<file path="src/rtl/dcr_bank.sv">
// Double-buffered device control register bank: host-written staging copies,
// active copies latched at kernel launch, and an IDLE/LAUNCH/RUN dispatcher FSM.
module dcr_bank #(
  parameter int DATA_WIDTH = 8,
  parameter int NUM_REGS   = 4,
  parameter int ADDR_WIDTH = 2
) (
  input  logic                                 clk,
  input  logic                                 reset_n,
  input  logic                                 wr_en,
  input  logic [ADDR_WIDTH-1:0]                wr_addr,
  input  logic [DATA_WIDTH-1:0]                wr_data,
  input  logic                                 rd_en,
  input  logic [ADDR_WIDTH-1:0]                rd_addr,
  output logic [DATA_WIDTH-1:0]                rd_data,
  output logic                                 rd_valid,
  input  logic                                 done,
  output logic                                 launch,
  output logic                                 busy,
  output logic                                 err,
  output logic [(NUM_REGS-1)*DATA_WIDTH-1:0]   config_out,
  output logic [DATA_WIDTH-1:0]                thread_count
);

  typedef enum logic [1:0] {IDLE, LAUNCH, RUN} state_t;

  localparam logic [31:0] NUM_REGS_U = 32'(NUM_REGS);

  state_t                state;
  state_t                state_nxt;
  logic [DATA_WIDTH-1:0] staging [1:NUM_REGS-1];
  logic [DATA_WIDTH-1:0] active  [1:NUM_REGS-1];
  logic [DATA_WIDTH-1:0] rd_mux;
  logic                  ctl_wr;
  logic                  start_req;
  logic                  clr_req;
  logic                  addr_ok;
  logic                  start_ok;
  logic                  err_set;

  assign ctl_wr    = wr_en && (wr_addr == '0);
  assign start_req = ctl_wr && wr_data[0];
  assign clr_req   = ctl_wr && wr_data[1];
  assign addr_ok   = {{(32-ADDR_WIDTH){1'b0}}, wr_addr} < NUM_REGS_U;
  assign start_ok  = start_req && (state == IDLE);
  // A START that arrives while a kernel is in flight is dropped and flagged.
  assign err_set   = (start_req && (state != IDLE)) || (wr_en && !addr_ok);

  // NOTE: state registers use non-blocking assignments so every flop samples
  // the pre-edge values, which is exactly what the staging->active copy needs.
  always_ff @(posedge clk or negedge reset_n) begin
    if (!reset_n) state <= IDLE;
    else          state <= state_nxt;
  end

  // NOTE: every output of a combinational block is defaulted first so no path
  // leaves it unassigned and no latch is inferred.
  always_comb begin
    state_nxt = state;
    launch    = 1'b0;
    busy      = 1'b0;
    unique case (state)
      IDLE:   if (start_req) state_nxt = LAUNCH;
      LAUNCH: begin
        launch    = 1'b1;
        busy      = 1'b1;
        state_nxt = RUN;
      end
      RUN: begin
        busy = 1'b1;
        if (done) state_nxt = IDLE;
      end
      default: state_nxt = IDLE;
    endcase
  end

  // NOTE: staging/active are small flop arrays, not RAM, so they take the
  // asynchronous reset like any other register.
  always_ff @(posedge clk or negedge reset_n) begin
    if (!reset_n) begin
      for (int k = 1; k < NUM_REGS; k++) begin
        staging[k] <= '0;
        active[k]  <= '0;
      end
    end else begin
      for (int k = 1; k < NUM_REGS; k++) begin
        if (wr_en && (wr_addr == ADDR_WIDTH'(k))) staging[k] <= wr_data;
        if (start_ok)                             active[k]  <= staging[k];
      end
    end
  end

  always_ff @(posedge clk or negedge reset_n) begin
    if (!reset_n)     err <= 1'b0;
    else if (err_set) err <= 1'b1;
    else if (clr_req) err <= 1'b0;
  end

  // Address 0 reports live status; out-of-range reads return zero silently.
  always_comb begin
    rd_mux = '0;
    if (rd_addr == '0) begin
      rd_mux[0] = busy;
      rd_mux[1] = err;
    end
    for (int k = 1; k < NUM_REGS; k++) begin
      if (rd_addr == ADDR_WIDTH'(k)) rd_mux = staging[k];
    end
  end

  always_ff @(posedge clk or negedge reset_n) begin
    if (!reset_n) begin
      rd_data  <= '0;
      rd_valid <= 1'b0;
    end else begin
      rd_valid <= rd_en;
      if (rd_en) rd_data <= rd_mux;
    end
  end

  always_comb begin
    config_out = '0;
    for (int k = 1; k < NUM_REGS; k++) begin
      config_out[(k-1)*DATA_WIDTH +: DATA_WIDTH] = active[k];
    end
  end

  assign thread_count = active[1];

endmodule

</file>
<file path="config.mk">
export PLATFORM = sky130hd
export DESIGN_NAME = dcr_bank
export DESIGN_NICKNAME = d
export VERILOG_FILES = /design/src/rtl/dcr_bank.sv
export SDC_FILE = /design/constraint.sdc
export NUM_CORES = 1
export LEC_CHECK = 0
export BUFFER_PORTS_ARGS = -buffer_cell sky130_fd_sc_hd__buf_2
export CORE_ASPECT_RATIO = 0.5
export CORE_MARGIN = 1
export CORE_UTILIZATION = 45
export DETAILED_ROUTE_END_ITERATION = 6
export GPL_TIMING_DRIVEN = 0
export HOLD_SLACK_MARGIN = 0.12
export PLACE_DENSITY_LB_ADDON = 0.15
export SYNTH_ARGS = -nofsm -noshare
export SYNTH_HDL_FRONTEND = slang
export SYNTH_SLANG_ARGS = --single-unit
</file>
<file path="constraint.sdc">
create_clock -name clk -period 1.6 [get_ports clk]
set_input_delay 0 -clock clk [delete_from_list [all_inputs] [get_ports clk]]
set_output_delay 0 -clock clk [all_outputs]
set_load 0.1 [all_outputs]
</file>
==> results.toml <==
[worst_setup_path]
critical_path_capture_point_type = "flop"
slowest_cell_on_the_critical_path = "sky130_fd_sc_hd__mux4_2"
critical_path.reg2reg.startpoint = "state[1]"
worst-r2r-cell-count = 4
critical_path.top_delay_family = "multiplexers"
path_class = "reg2reg"
critical_path_buf_inv_count = 1
worstSetupStartpoint = "state[1]"
worst_flop_to_flop_path_endpoint = "rd_data[0]"
crit_required_ps = 1800
cp.depth = 4
worstSetupStartpointType = "flop"
critical_path.endpoint = "rd_data[0]"
path_cells = "inv_2 -> ha_4 -> mux4_2 -> mux2_2"
crit_path_max_incr_delay_ps = 460
critical_path.max_fanout = 3
reg_to_reg_setup_timing_slack_ps = 60
arrival_ps = 1740

[detailed_routing]
drcViolationCount = 0
detail_route.vias_per_cell = 4.98
drt_first_pass_iters = 4
drt_first_iter_violations = 65
routed_wire_length_per_instance_microns = 16.0
detail-route-antenna-nets = 0
wirelength_microns = 5280
vias = 1649

[synth]
yosys_warnings = 0
syn-num-nets = 189
synth_seq_cells = 60
yosysMostFrequentCell = "sky130_fd_sc_hd__dfrtp_1"
netlist_instances = 168
synth_top_cells_by_count = "sky130_fd_sc_hd__dfrtp_1 (60), sky130_fd_sc_hd__mux2_2 (38), sky130_fd_sc_hd__mux2_4 (20)"
synth-async-reset-ratio_pct = 100
largest_area_contributor_in_the_netlist = "sky130_fd_sc_hd__dfrtp_1"
synth_ff_type = "sky130_fd_sc_hd__dfrtp_1"
synth_seq_area_share_pct = 57.5
synthesis.area_sq_um = 2610
netlist.area_leader.share_pct = 57.5
synth_edf_count = 0
post_synth.cell_area_avg_sq_um = 15.5
yosysUniqueCellTypes = 21
synthTopCellsByArea = "sky130_fd_sc_hd__dfrtp_1 (58%), sky130_fd_sc_hd__mux2_2 (16%), sky130_fd_sc_hd__mux2_4 (12%), sky130_fd_sc_hd__buf_4 (2.3%), sky130_fd_sc_hd__ha_1 (1.9%)"

[cts]
clock_tree_from_tritoncts = "done"
clock_path_buffers = 2
clock_transition_at_the_register_clock_pins_on_the_worst_setup_and_hold_paths_after_cts_ps = 50
insertion_delay_ps = 310
htree_num_levels = 3
numClockSinks = 60
total_clock_buffers_created_by_cts = 9
cts_root_buffer = "sky130_fd_sc_hd__clkbuf_16"

[cells_and_area]
layout-drive-gt1-share_pct = 59.3
fillers = 436
ant_diodes = 0
syn2layout_area_growth_pct = 32.2
nets = 275

[die]
rows = 19
core_area_sq_um = 5540
fp.dieH_microns = 55.9
boundaryPins = 61
die_area_sq_um = 6130
start_util_pct = 47.1
die_width_microns = 110

[timing]
slew_headroom_pct = 49.6
timing.final.crit_share_pct = 96.5
hold_violations = 0
finalSetupViolCount = 0
layout_min_cycle_time_ps = 1540
slew_viol_final = 0
worst_pin_slew_ps = 756
timing.clock.skew_ps = 3.59
finalSetupTns_ps = 0
grt_setup_unrepaired = "false"
fmax_mhz = 648

[run_status]
result_of_the_run = "finished, final reports clean"

[global_routing]
grt_antenna_before_repair = 0
grt_pass1_vias = 1608
largest_net_degree_at_the_start_of_global_routing = 61
grt_pass1_wl_microns = 8400
grtUsageTotal_pct = 19.3
globalRoute.totalOverflow = 0

[placed_design]
place_hpwl_microns = 3410
finalWeightedCongestion = 0.700
numPortBuffers = 58

[run]
cap_violations = 0

[worst_hold_path]
hold_class = "in2reg"
## state kept, by name (all words and copies together) (netlist names)
signal and flops:
rd_data 8, config_out 16, thread_count 8, rd_valid 1
err 1, staging 24, state 2
## worst min-delay path: cells and delay by family
kind	cells	cell delay [ps]
AOI/OAI and AO/OA	2	260
buffers and inverters	1	190
## per-layer routing
| metal | global-route usage, % | vias up | wire length (microns) |
|---|---|---|---|
| met4 | 6.86 | 0 | 65 |
| met5 | 0 | - | 0 |
| met2 | 28.8 | 39 | 2460 |
| met1 | 26.9 | 828 | 2560 |
| met3 | 5.62 | 7 | 202 |
| li1 | - | 775 | - |
## cell families after synthesis
| group | after synthesis | share of synthesized area, % |
|---|---|---|
| simple gates | 15 | 3.55 |
| flops | 60 | 57.5 |
| mux | 60 | 29.6 |
| compound gates | 14 | 3.40 |
| fa+ha+maj | 4 | 1.92 |
| buf+inv | 15 | 3.98 |
## timing repair
action,CTS,global route
hold endpoints to repair,90,0
setup buffers,0,3
gates resized for setup,2,0
hold buffers,14,0
setup endpoints to repair,1,1
## area by class of cell
| type | count | area (sq um) | area share [%] |
|---|---|---|---|
| Multi-Input combinational cell | 93 | 1020 | 29.5 |
| Clock buffer | 13 | 270 | 7.83 |
| Clock inverter | 2 | 10.0 | 0.290 |
| Buffer | 13 | 96.3 | 2.79 |
| Inverter | 2 | 7.51 | 0.218 |
| Tap cell | 73 | 91.3 | 2.65 |
| Sequential cell | 60 | 1500 | 43.5 |
| Timing Repair Buffer | 75 | 455 | 13.2 |
## placed cells by master (no fill, tap or decap), types with 3 or more instances in the layout
cell type                       Yosys  final
sky130_fd_sc_hd__buf_2              2     59
sky130_fd_sc_hd__dfrtp_1           60     59
sky130_fd_sc_hd__mux2_2            38     38
sky130_fd_sc_hd__mux2_4            20     20
sky130_fd_sc_hd__dlygate4sd3_1      0     14
sky130_fd_sc_hd__buf_4              8     12
sky130_fd_sc_hd__clkbuf_16          0      9
sky130_fd_sc_hd__a21oi_1            7      7
sky130_fd_sc_hd__a22oi_1            6      6
sky130_fd_sc_hd__nor2_1             6      6
sky130_fd_sc_hd__ha_1               4      3
sky130_fd_sc_hd__clkbuf_8           0      3
## through the flow
stage          hold slack (ps)  std cells  area [sq um]  setup slack [ps]  utilization (%)
4_1_cts                    159        328          3430              32.4             61.8
5_1_grt                    179        331          3450              9.17             62.3
2_1_floorplan             -296        168          2620             -60.8                -
6_report                   173        331          3450              56.6             62.3
3_3_place_gp               227        299          3010              42.2             54.3
3_5_place_dp               225        299          3010              16.5             54.3
## worst min path at each step
stage,slack [ps],to,start,depth (start not counted)
6_report,170,rd_data[5],rd_addr[1],3
5_1_grt,180,rd_data[4],rd_addr[1],3
4_1_cts,160,rd_data[5],rd_addr[1],3
3_5_place_dp,220,rd_valid,rd_en,1
3_3_place_gp,230,rd_valid,rd_en,1
2_1_floorplan,-300,config_out[10],reset_n,0
Power is not shown: default switching activity piles up to over one toggle a cycle in this logic, so the estimate is an artifact.
